[config.mk]
export PLATFORM = sky130hd
export DESIGN_NAME = acc_flags
export DESIGN_NICKNAME = d
export VERILOG_FILES = /design/src/rtl/acc_flags.sv
export SDC_FILE = /design/constraint.sdc
export NUM_CORES = 1
export LEC_CHECK = 0
export BUFFER_PORTS_ARGS = -buffer_cell sky130_fd_sc_hd__buf_2
export CAP_MARGIN = 30
export CORE_MARGIN = 2
export CORE_UTILIZATION = 42
export DETAILED_ROUTE_END_ITERATION = 16
export GPL_ROUTABILITY_DRIVEN = 0
export PLACE_DENSITY = 0.79
export SLEW_MARGIN = 20
export SYNTH_ARGS = -nofsm -noshare
export SYNTH_HDL_FRONTEND = slang
export SYNTH_SLANG_ARGS = --single-unit
export TNS_END_PERCENT = 1
[constraint.sdc]
create_clock -name clk -period 2.9 [get_ports clk]
set_input_delay 0.435 -clock clk [delete_from_list [all_inputs] [get_ports clk]]
set_output_delay 0.435 -clock clk [all_outputs]
set_load 0.01 [all_outputs]
[src/rtl/acc_flags.sv]
// -----------------------------------------------------------------------------
// acc_flags -- SAP-2 accumulator (A) plus Z/S condition flags.
//
// A feeds the ALU's `a` input. It is loaded from the system bus, written back
// from the ALU result, or incremented/decremented in place. Z/S track the last
// arithmetic result and drive the conditional-jump decision.
//
// Optional build macro: FLAG_PARITY_EN
//   Adds the flag_p output, which holds the even parity of the last result.
//   It also widens cond_sel to 3 bits so that PE/PO conditions are available.
//
// Ports:
//   clk        system clock, rising-edge
//   rst        asynchronous active-high reset
//   bus        16-bit system bus; bus[WIDTH-1:0] is captured on load
//   alu_out    ALU result, captured on wr_alu
//   load       A <= bus[WIDTH-1:0], flags hold
//   wr_alu     A <= alu_out, flags updated
//   inc / dec  A <= A +/- 1 (wrapping), flags updated
//   en         drive A onto bus_out (OR-muxed bus, zero when idle)
//   cond_sel   0=Z 1=NZ 2=M 3=P [4=PE 5=PO 6/7=never, with FLAG_PARITY_EN]
//   a          registered accumulator
//   bus_out    {zero-extend, A} when en, else all zeros
//   flag_z     zero flag
//   flag_s     sign flag
//   flag_p     even-parity flag (FLAG_PARITY_EN only)
//   cond_true  selected condition evaluated on the registered flags
// -----------------------------------------------------------------------------
module acc_flags #(
    parameter int WIDTH = 8
) (
    input  logic             clk,
    input  logic             rst,
    input  logic [15:0]      bus,
    input  logic [WIDTH-1:0] alu_out,
    input  logic             load,
    input  logic             wr_alu,
    input  logic             inc,
    input  logic             dec,
    input  logic             en,
`ifdef FLAG_PARITY_EN
    input  logic [2:0]       cond_sel,
`else
    input  logic [1:0]       cond_sel,
`endif
    output logic [WIDTH-1:0] a,
    output logic [15:0]      bus_out,
    output logic             flag_z,
    output logic             flag_s,
`ifdef FLAG_PARITY_EN
    output logic             flag_p,
`endif
    output logic             cond_true
);

    localparam logic [WIDTH-1:0] ONE = WIDTH'(1);

    logic [WIDTH-1:0] a_reg;
    logic [WIDTH-1:0] a_next;
    logic             flag_z_reg;
    logic             flag_z_next;
    logic             flag_s_reg;
    logic             flag_s_next;
    logic             upd_flags;

    // ------------------------------------------------------------------
    // Next-state selection. The strobes are prioritised so that at most
    // one operation takes effect: load > wr_alu > inc > dec.
    // ------------------------------------------------------------------
    always_comb begin
        a_next    = a_reg;
        upd_flags = 1'b0;
        if (load) begin
            a_next = bus[WIDTH-1:0];
        end else if (wr_alu) begin
            a_next    = alu_out;
            upd_flags = 1'b1;
        end else if (inc) begin
            a_next    = a_reg + ONE;
            upd_flags = 1'b1;
        end else if (dec) begin
            a_next    = a_reg - ONE;
            upd_flags = 1'b1;
        end
    end

    // Flags are derived from the value that A is about to take, not from the
    // current A. This keeps them coherent with A after the edge.
    always_comb begin
        flag_z_next = flag_z_reg;
        flag_s_next = flag_s_reg;
        if (upd_flags) begin
            flag_z_next = (a_next == '0);
            flag_s_next = a_next[WIDTH-1];
        end
    end

    always_ff @(posedge clk or posedge rst) begin
        if (rst) begin
            a_reg      <= '0;
            flag_z_reg <= 1'b0;
            flag_s_reg <= 1'b0;
        end else begin
            a_reg      <= a_next;
            flag_z_reg <= flag_z_next;
            flag_s_reg <= flag_s_next;
        end
    end

`ifdef FLAG_PARITY_EN
    logic flag_p_reg;
    logic flag_p_next;

    // Reduction XNOR is 1 when the number of set bits is even.
    always_comb begin
        flag_p_next = flag_p_reg;
        if (upd_flags) begin
            flag_p_next = ~^a_next;
        end
    end

    always_ff @(posedge clk or posedge rst) begin
        if (rst) begin
            flag_p_reg <= 1'b0;
        end else begin
            flag_p_reg <= flag_p_next;
        end
    end

    assign flag_p = flag_p_reg;
`endif

    // ------------------------------------------------------------------
    // Condition decode. It uses only the registered flags, so a jump
    // decision never sees a flag that is still being computed this cycle.
    // ------------------------------------------------------------------
    always_comb begin
        cond_true = 1'b0;
        case (cond_sel)
            'd0:     cond_true = flag_z_reg;
            'd1:     cond_true = ~flag_z_reg;
            'd2:     cond_true = flag_s_reg;
            'd3:     cond_true = ~flag_s_reg;
`ifdef FLAG_PARITY_EN
            'd4:     cond_true = flag_p_reg;
            'd5:     cond_true = ~flag_p_reg;
`endif
            default: cond_true = 1'b0;
        endcase
    end

    // ------------------------------------------------------------------
    // Bus driver. The bus is OR-muxed, so an idle driver presents zeros.
    // Bits above WIDTH are always zero. The driver uses registered A, so
    // en together with load shows the old value during that cycle.
    // ------------------------------------------------------------------
    generate
        for (genvar gi = 0; gi < 16; gi++) begin : g_bus_out
            if (gi < WIDTH) begin : g_data
                assign bus_out[gi] = en & a_reg[gi];
            end else begin : g_zero
                assign bus_out[gi] = 1'b0;
            end
        end

        // The upper bus bits belong to other consumers. They are folded
        // here only so that the port is fully referenced.
        if (WIDTH < 16) begin : g_bus_hi
            logic bus_hi_unused;
            assign bus_hi_unused = ^bus[15:WIDTH];
        end
    endgenerate

    assign a      = a_reg;
    assign flag_z = flag_z_reg;
    assign flag_s = flag_s_reg;

endmodule

==> results.md <==
* Initial antenna violation count at 0
* DR pass1 iterations at 4
* H-tree depth at 1
* Clk_lat worst skew at 0.27 ns
* Nature of the critical path startpoint: flop
* DR WL/cell at 13.6 um
* Final Skew at 0.00365 ns
* Peak supply drop at 236 uV
* Finished Cell Area at 1130 um2
* Crit path required time at 3.07 ns
* Multi-input gate area at 576 um2
* Post-synthesis cell type count at 41
* CTS Buf Count at 3
* # fillers at 197
* Post-DP HPWL at 1.87 mm
* Top cells by instance count after synthesis: dfrtp_1 (10), buf_4 (9), and2_1 (8)
* Clock sink count at 10
* Post-synth EDFFs at 0
* CTS max path bufs at 2
* Vias at 958
* Setup Fix Bufs, Post-CTS at 0
* Syn Area/Cell at 8.58 um2
* All-Layer GR Usage at 0.185
* Async SR Flop Fraction at 1.00
* Global route total overflow at 0
* Yosys top cell area share at 0.272
* Peak Freq at 396 MHz
* Max cap viols at 0
* Largest cells by area after synthesis: dfrtp_1 (27%), buf_4 (7.4%), xnor2_1 (5.7%), and2_1 (5.4%), mux2_2 (3.7%)
* Setup crit end kind: flop
* Final setup violation count at 0
* Max FO, Critical Path at 8
* RSZ-0062 raised after global routing: no
* Routed wire length at 2.38 mm
* Antenna diodes at 0
* Max Transition Viols Final at 0
* Clock tree from TritonCTS: yes
* Detailed-route DRC error count at 0
* First-pass GRT wire length at 3.59 mm
* Status: complete, no violations
* Max reg flops at 8
* Worst slack, placed at 0.250 ns
* Share of cells above drive strength 1 at 0.358
* Finished Core Util at 0.559
* Leakage at 0.551 nW
* Vias in the first global route at 868
* Hold Fails Final Rpt at 0
* Worst R2R Start: a[1]
* Arrival time at the worst endpoint at 2.70 ns
* Reg area at 250 um2
* R2R Setup Slk at 0.37 ns
* Max incr delay on CP at 0.60 ns
* Initial detailed-routing violation count at 22
* Die W at 50.8 um
* Final Net Count at 184
* CP max stage cell: or4b_1
* Placed Area at 1090 um2
* Antenna-violating nets left at 0
* Count leader, synth: dfrtp_1
* Tcrit/Tclk final at 0.872
* Pin count of the biggest net entering global routing at 14
* YS warnings at 0
* Clock root cell: clkbuf_4
* Final Power at 0.457 mW
* I/O pins at 60
* Final setup margin at 0.372 ns
* Top_reg_cell synth: dfrtp_1
* Min-delay worst type: in -> async
* CP delay by family, top: simple AND/OR/NAND/NOR gates
* Hold_buf cts at 0
* R2R cell count at 6
* Crit-path cells: or4b_1 > xnor2_1 > a221o_1 > o22a_1 > or4_1 > o31ai_2
* P&R area growth vs syn at 23.0%
* Die height at 50.8 um
* Mapped Cells at 107
* Core ar. at 2020 um2
* Num rows at 16
* Die ar. at 2580 um2
* Kind of critical path: reg -> reg
* Yosys reg bits at 10
* Sequential share of the synthesized area at 0.272
* PD cells at 405 nW/um2
* Number of port buffers at 43
* Post-CTS sizing at 0
* Worst-path clk slew at 0.07 ns
* Mapped Area at 918 um2
* RR Endpoint: flag_z
* Fin crit period at 2.53 ns
* Vias per cell at 5.47
* Setup_tns at 0 ns
* Cell taking the most area after synthesis: dfrtp_1
* Effective utilization at floorplan at 0.454
* Worst Path Buf+Inv at 0
## where the power goes
group	internal (mW)	switching, mW
combinational	0.0706	0.0826
sequential	0.153	0.0227
clock	0.0762	0.0518
total	0.300	0.157
## layout make-up
class | count | area share
clock buffer | 4 | 0.0321
inverter | 5 | 0.0166
multi-input combinational | 86 | 0.509
sequential | 10 | 0.221
tap | 27 | 0.0299
timing repair buffer | 43 | 0.190
## per-stage QoR
| step | instances | hold WS [ns] |
|---|---|---|
| global placement | 171 | 0.425 |
| CTS | 175 | 0.140 |
| detailed placement | 171 | 0.435 |
| global route | 175 | 0.154 |
| finish | 175 | 0.125 |
| floorplan | 114 | 0.275 |
## worst max path at each step
| stage | slack, ns | to | startpoint | cells past startpoint |
|---|---|---|---|---|
| after floorplan | 0.54 | flag_z | a[1] | 6 |
| after global placement | 0.32 | flag_z | inc | 7 |
| after detailed placement | 0.25 | flag_z | inc | 7 |
| after CTS | 0.36 | flag_z | a[1] | 6 |
| after global routing | 0.24 | flag_z | a[1] | 6 |
| final | 0.37 | flag_z | a[1] | 6 |
## cell families after synthesis
family / Yosys count / share of synthesized area
compound gates: 23 / 0.174
fa+ha+maj: 2 / 0.0272
simple gates: 41 / 0.267
flops: 10 / 0.272
buf+inv: 18 / 0.129
xor+xnor: 7 / 0.0668
mux: 5 / 0.0586
other cells: 1 / 0.00408
## routing by layer
metal | wire (um) | track usage
met5 | 0 | 0
met4 | 40 | 0.0811
met3 | 177 | 0.0208
met2 | 1260 | 0.362
met1 | 905 | 0.196
## layout by cell type, fill, tap and decap left out, types with 3 or more instances in the layout
cell,count
conb_1,8
nand4_1,3
nand3_1,3
mux2_2,3
clkbuf_4,3
o21ai_0,5
o22ai_1,4
nand2_1,5
buf_2,43
and2_1,8
or4_1,3
dfrtp_1,10
nor2_1,6
nor3_1,3
inv_1,4
xnor2_1,6
Power figures use the tool's default switching activity.
